`src/rtl/vga_anim_pkg.sv`:
```
// Shared definitions for the VGA animation controller.
// Holds the display/sprite geometry, the derived centre and limit constants,
// the animation-mode and run-state encodings, and the per-axis step helpers
// used by the top level.
package vga_anim_pkg;

    localparam int H_ACTIVE = 640;
    localparam int V_ACTIVE = 480;
    localparam int SPRITE_W = 32;
    localparam int SPRITE_H = 32;
    localparam int STEP     = 2;

    // Largest legal sprite left/top edge (11-bit to match the step arithmetic)
    localparam logic [10:0] X_MAX    = 11'(H_ACTIVE - SPRITE_W);
    localparam logic [10:0] Y_MAX    = 11'(V_ACTIVE - SPRITE_H);
    localparam logic [10:0] STEP_W   = 11'(STEP);
    localparam logic [9:0]  X_CENTER = 10'((H_ACTIVE - SPRITE_W) / 2);
    localparam logic [9:0]  Y_CENTER = 10'((V_ACTIVE - SPRITE_H) / 2);

    typedef enum logic [1:0] {
        MODE_BOUNCE = 2'd0,
        MODE_HSCAN  = 2'd1,
        MODE_VSCAN  = 2'd2
    } anim_mode_t;

    typedef enum logic {
        ST_PAUSE = 1'b0,
        ST_RUN   = 1'b1
    } run_state_t;

    // One axis of the sprite: position plus travel direction (1 = decreasing)
    typedef struct packed {
        logic [10:0] pos;
        logic        dir_neg;
    } axis_t;

    // Bounce one axis by STEP, clamping at either end and reversing there.
    function automatic axis_t bounce_step(input logic [10:0] pos,
                                          input logic        dir_neg,
                                          input logic [10:0] lim);
        axis_t       r;
        logic [10:0] sum;
        r.pos     = pos;
        r.dir_neg = dir_neg;
        sum       = pos + STEP_W;
        if (!dir_neg) begin
            if (sum >= lim) begin
                r.pos     = lim;
                r.dir_neg = 1'b1;
            end else begin
                r.pos = sum;
            end
        end else begin
            if (pos <= STEP_W) begin
                r.pos     = 11'd0;
                r.dir_neg = 1'b0;
            end else begin
                r.pos = pos - STEP_W;
            end
        end
        return r;
    endfunction

    // Scan one axis forward by STEP, wrapping to 0 once past the limit.
    function automatic logic [10:0] scan_step(input logic [10:0] pos,
                                              input logic [10:0] lim);
        logic [10:0] sum;
        sum = pos + STEP_W;
        return (sum > lim) ? 11'd0 : sum;
    endfunction

    function automatic anim_mode_t next_mode(input anim_mode_t m);
        anim_mode_t r;
        case (m)
            MODE_BOUNCE: r = MODE_HSCAN;
            MODE_HSCAN:  r = MODE_VSCAN;
            default:     r = MODE_BOUNCE;
        endcase
        return r;
    endfunction

endpackage

```
`src/rtl/vga_anim_ctrl_key_debounce.sv`:
```
// Key synchronizer + debouncer with press pulse.
// Ports:
//   clk50M   - system clock
//   reset_n  - asynchronous active-low reset
//   key_raw  - raw active-low key level (asynchronous to clk50M)
//   press    - one-cycle pulse when a 1->0 transition has been accepted
// A new level is accepted after DEB_CYCLES consecutive synchronized samples
// that differ from the currently accepted level; any sample equal to the
// accepted level restarts the count, so contact bounce never gets through.
module key_debounce #(
    parameter int DEB_CYCLES = 1_000_000
) (
    input  logic clk50M,
    input  logic reset_n,
    input  logic key_raw,
    output logic press
);

    localparam int CW = $clog2(DEB_CYCLES + 1);

    logic          sync1_reg;
    logic          sync2_reg;
    logic          level_reg;
    logic          press_reg;
    logic [CW-1:0] cnt_reg;

    always_ff @(posedge clk50M or negedge reset_n) begin
        if (!reset_n) begin
            sync1_reg <= 1'b1;
            sync2_reg <= 1'b1;
            level_reg <= 1'b1;
            press_reg <= 1'b0;
            cnt_reg   <= '0;
        end else begin
            sync1_reg <= key_raw;
            sync2_reg <= sync1_reg;
            press_reg <= 1'b0;
            if (sync2_reg == level_reg) begin
                cnt_reg <= '0;
            end else if (cnt_reg == CW'(DEB_CYCLES - 1)) begin
                level_reg <= sync2_reg;
                cnt_reg   <= '0;
                // Only the pressed direction (new level 0) produces a pulse
                press_reg <= ~sync2_reg;
            end else begin
                cnt_reg <= cnt_reg + 1'b1;
            end
        end
    end

    assign press = press_reg;

endmodule

```
`src/rtl/vga_anim_ctrl.sv`:
```
// Frame-synchronous animation controller for the VGA cartoon display.
// Ports:
//   clk50M      - 50 MHz system clock
//   reset_n     - asynchronous active-low reset
//   key[1:0]    - raw active-low keys: [0] run/pause, [1] mode
//   frame_start - one-cycle pulse at start of vertical blanking
//   sprite_x    - sprite left edge
//   sprite_y    - sprite top edge
//   anim_mode   - 0 BOUNCE, 1 HSCAN, 2 VSCAN
//   paused      - 1 while the sprite is frozen
//   frame_cnt   - frames elapsed while running (wraps)
// Key presses are latched into pending flags and only acted upon at
// frame_start, so every visible change lands between frames.
module vga_anim_ctrl
    import vga_anim_pkg::*;
#(
    parameter int DEB_CYCLES = 1_000_000
) (
    input  logic       clk50M,
    input  logic       reset_n,
    input  logic [1:0] key,
    input  logic       frame_start,
    output logic [9:0] sprite_x,
    output logic [9:0] sprite_y,
    output logic [1:0] anim_mode,
    output logic       paused,
    output logic [7:0] frame_cnt
);

    logic [1:0] press;

    genvar gi;
    generate
        for (gi = 0; gi < 2; gi++) begin : g_key
            key_debounce #(
                .DEB_CYCLES(DEB_CYCLES)
            ) u_deb (
                .clk50M (clk50M),
                .reset_n(reset_n),
                .key_raw(key[gi]),
                .press  (press[gi])
            );
        end
    endgenerate

    run_state_t  state_reg, state_next;
    anim_mode_t  mode_reg,  mode_next;
    logic [9:0]  x_reg,     x_next;
    logic [9:0]  y_reg,     y_next;
    logic        x_neg_reg, x_neg_next;
    logic        y_neg_reg, y_neg_next;
    logic [7:0]  cnt_reg,   cnt_next;
    logic [1:0]  pend_reg,  pend_next;

    logic [1:0]  ev;
    axis_t       ax_bounce;
    axis_t       ay_bounce;
    logic [10:0] x_scan;
    logic [10:0] y_scan;

    always_ff @(posedge clk50M or negedge reset_n) begin
        if (!reset_n) begin
            state_reg <= ST_PAUSE;
            mode_reg  <= MODE_BOUNCE;
            x_reg     <= X_CENTER;
            y_reg     <= Y_CENTER;
            x_neg_reg <= 1'b0;
            y_neg_reg <= 1'b0;
            cnt_reg   <= 8'd0;
            pend_reg  <= 2'b00;
        end else begin
            state_reg <= state_next;
            mode_reg  <= mode_next;
            x_reg     <= x_next;
            y_reg     <= y_next;
            x_neg_reg <= x_neg_next;
            y_neg_reg <= y_neg_next;
            cnt_reg   <= cnt_next;
            pend_reg  <= pend_next;
        end
    end

    always_comb begin
        state_next = state_reg;
        mode_next  = mode_reg;
        x_next     = x_reg;
        y_next     = y_reg;
        x_neg_next = x_neg_reg;
        y_neg_next = y_neg_reg;
        cnt_next   = cnt_reg;
        pend_next  = pend_reg | press;

        // A press landing on the frame_start cycle joins this frame's events
        ev        = pend_reg | press;
        ax_bounce = bounce_step({1'b0, x_reg}, x_neg_reg, X_MAX);
        ay_bounce = bounce_step({1'b0, y_reg}, y_neg_reg, Y_MAX);
        x_scan    = scan_step({1'b0, x_reg}, X_MAX);
        y_scan    = scan_step({1'b0, y_reg}, Y_MAX);

        if (frame_start) begin
            pend_next = 2'b00;

            // Step with the state and mode as they were before this frame's events
            if (state_reg == ST_RUN) begin
                cnt_next = cnt_reg + 8'd1;
                case (mode_reg)
                    MODE_BOUNCE: begin
                        x_next     = ax_bounce.pos[9:0];
                        x_neg_next = ax_bounce.dir_neg;
                        y_next     = ay_bounce.pos[9:0];
                        y_neg_next = ay_bounce.dir_neg;
                    end
                    MODE_HSCAN: x_next = x_scan[9:0];
                    MODE_VSCAN: y_next = y_scan[9:0];
                    default: ;
                endcase
            end

            // Mode change recenters, overriding the step just computed
            if (ev[1]) begin
                mode_next  = next_mode(mode_reg);
                x_next     = X_CENTER;
                y_next     = Y_CENTER;
                x_neg_next = 1'b0;
                y_neg_next = 1'b0;
            end

            if (ev[0]) begin
                state_next = (state_reg == ST_RUN) ? ST_PAUSE : ST_RUN;
            end
        end
    end

    assign sprite_x  = x_reg;
    assign sprite_y  = y_reg;
    assign anim_mode = mode_reg;
    assign paused    = (state_reg == ST_PAUSE);
    assign frame_cnt = cnt_reg;

endmodule
```
`config.mk`:
```
export PLATFORM = sky130hd
export DESIGN_NAME = vga_anim_ctrl
export DESIGN_NICKNAME = d
export VERILOG_FILES = /design/src/rtl/vga_anim_pkg.sv /design/src/rtl/vga_anim_ctrl_key_debounce.sv /design/src/rtl/vga_anim_ctrl.sv
export SDC_FILE = /design/constraint.sdc
export NUM_CORES = 1
export LEC_CHECK = 0
export BUFFER_PORTS_ARGS = -buffer_cell sky130_fd_sc_hd__buf_2
export CORE_ASPECT_RATIO = 2
export CORE_UTILIZATION = 25
export CTS_BUF_LIST = sky130_fd_sc_hd__clkbuf_16
export CTS_CLUSTER_SIZE = 8
export DETAILED_ROUTE_END_ITERATION = 6
export PLACE_DENSITY_LB_ADDON = 0.15
export RECOVER_POWER = 25
export SLEW_MARGIN = 10
export SYNTH_ARGS = -nofsm -noshare
export SYNTH_HDL_FRONTEND = slang
export SYNTH_SLANG_ARGS = --single-unit
```
`constraint.sdc`:
```
create_clock -name clk50M -period 3.7 [get_ports clk50M]
set_input_delay 0.555 -clock clk50M [delete_from_list [all_inputs] [get_ports clk50M]]
set_output_delay 0.555 -clock clk50M [all_outputs]
set_load 0.02 [all_outputs]
```
==> results.ini <==
[placement]
placed_area_sq_um = 5300
place_inst = 821
numPortBuffers = 33
gp_congestion = 0.864
dp_hpwl_microns = 9550

[synth]
synth_ff_type = dfrtp_1
ys_warn_count = 0
postSynthAreaPerCell_sq_um = 8.85
ys_seq_area_share_pct = 41.2
ys_types = 69
synth_edf_count = 0
postSynth.asyncResetShare_pct = 100
syn_inst = 560
synth_area_sq_um = 4960
synth-seq-cells = 81

[clocking]
clock_latency_ps = 340
cts_max_path_buffers = 2
cts_tree = yes
clock-root-buffer = clkbuf_16
cts_resized = 0
ctsHoldBuffers = 0
clk_pin_slew_ps = 60
numClockSinks = 81
post_cts_buffers = 0
cts-htree-levels = 3
cts_made_buffers = 9

[floorplan]
rows = 72
die_h_microns = 201
fp.dieW_microns = 102
coreArea_sq_um = 19400
ios = 36
initial_core_util_pct = 25.6
die-area_sq_um = 20400

[hold_path]
min-delay-start = key[0]
hold_path_depth = 1
min-delay-path-class = in -> reg
whs_endpoint = g_key[0].u_deb.sync1_reg

[finish]
largest_reg_flops = 40
final_design_area_no_fill_sq_um = 5580
num-fill-cells = 2054
stdcell_count = 837
multi_input_area_sq_um = 2700
regArea_sq_um = 2040
nets = 587
n_antenna_cell = 0
syn_to_final_growth_pct = 12.6
drive_gt1_share_pct = 13.7

[power]
leakagePower_nw = 2.36
p_clk_share_pct = 27.6
p_sw_mw = 1.24
powerDensity_nw_per_um2 = 570
ir_drop_uv = 260
p_int_mw = 1.94
finalPower_mw = 3.18
swShare_pct = 39.1
seqPwrFrac_pct = 40.4
combPwrFrac_pct = 32.0

[routing]
via_per_inst = 4.92
ant_nets = 0
wl_microns = 12900
post_drt_wl_per_cell_microns = 15.4
vias = 4117
firstDrtPassIters = 4
dr.first_iter.drc_count = 207
drc_errors = 0

[global_routing]
first_global_vias = 4113
grt_pass1_wl_microns = 21200
grt_max_degree = 39
grt_overflow = 0
grt_usage_pct = 13.4
antenna_found_initial = 0

[timing]
finalCriticalPeriod_ps = 2950
slew_viol_final = 39
tightest_slew_ps = 2070
hold_violations = 0
slew_headroom_pct = -38.1
fmax_mhz = 339
rsz0062_at_grt = no
fin_setup_tns_ps = 0
fin_skew_ps = 3.96
fin_crit_sh_pct = 79.8
fin_hold_ws_ps = 314
setup_viol = 0

[critical_path]
rr_worst_depth = 8
worstPathMaxFanout = 15
timing.rr.start = sprite_x[1]
crit_type = reg -> reg
end_kind = flip-flop
r2r_slack_ps = 750
r2r_end = sprite_x[3]
worstSetupStartpoint = sprite_x[1]
arrival_ps = 3180
cp-start-kind = flip-flop
critPathRequiredTime_ps = 3920

[outcome]
status = finished, violations left
failed_checks = capacitance limit, slew limit

[job]
drv_cap = 1

==> per-layer routing <==
metal | track usage [%] | vias up | part of all wire, %
met5 | 0 | - | 0
met4 | 7.04 | 0 | 3.9
met3 | 2.22 | 30 | 2.9
met2 | 24.5 | 74 | 55
met1 | 14.3 | 2019 | 39
li1 | - | 1994 | -
==> cell usage after synthesis (9+ instances only) <==
cell type	n	share of area, %
nand2_1	53	4.0
nor2_1	72	5.5
xor2_1	32	5.7
inv_1	12	0.91
ha_1	9	2.3
dfstp_2	12	6.4
dfrtp_1	69	35
nor3_1	13	1.3
clkbuf_1	22	1.7
o21ai_0	23	2.3
xnor2_1	23	4.1
and3_1	21	2.7
a21oi_1	17	1.7
nand3_1	33	3.3
==> cell type report <==
type                            count  share of cell area, %
Sequential cell                    81                   36.6
Timing Repair Buffer               36                   3.25
Tap cell                          259                   5.81
Inverter                           12                  0.807
Multi-Input combinational cell    433                   48.4
Clock inverter                      7                   1.12
Clock buffer                        9                   4.03
==> worst max-delay path by stage <==
stage / endpoint / slack [ps] / cells after the start
after floorplan: sprite_x[3] / 1090 / 9
final: sprite_x[3] / 750 / 8
after global routing: sprite_x[3] / 570 / 2
after global placement: sprite_x[3] / 830 / 8
after CTS: sprite_x[3] / 780 / 8
after detailed placement: sprite_x[3] / 770 / 8
==> placed cells by master (no fill, tap or decap), drive strengths merged, types with 12 or more instances in the layout <==
cell    instances
xnor2          23
and3           21
a21oi          17
clkbuf         12
dfrtp          69
nand3          33
buf            33
nor3           14
nor2           73
dfstp          12
nand2          53
xor2           32
o21ai          24
inv            13
==> through the flow <==
step | utilization [%] | worst slack [ps]
3_3_place_gp | 27.4 | 833
2_1_floorplan | - | 1090
3_5_place_dp | 27.4 | 770
4_1_cts | 28.9 | 776
6_report | 28.8 | 747
5_1_grt | 28.8 | 575
==> logic make-up (layout without fill, tap and decap cells) <==
family	Yosys count	in the layout	synth area share, %
fa+ha+maj	9	9	2.27
buf+inv	47	64	4.37
compound gates	101	101	14.1
flops	81	81	41.2
mux	6	6	1.31
simple gates	260	260	26.9
xor+xnor	55	55	9.72
other cells	1	2	0.0757
==> critical path: stages (launching register included) <==
cell	delay [ps]
dfrtp_1	600
ha_1	590
nand4b_4	160
o2bb2a_4	250
a211o_1	270
a311o_1	330
and2_4	200
and4b_1	170
a221o_1	260
==> power groups by stage <==
stage / clock network (mW) / registers [mW] / logic [mW]
2_1_floorplan: 0 / 1.22 / 0.798
3_3_place_gp: 0 / 1.30 / 1.03
3_5_place_dp: 0 / 1.30 / 1.02
4_1_cts: 0.913 / 1.29 / 1.03
5_1_grt: 0.939 / 1.32 / 1.13
6_report: 0.879 / 1.28 / 1.02
Power figures use the tool's default switching activity.
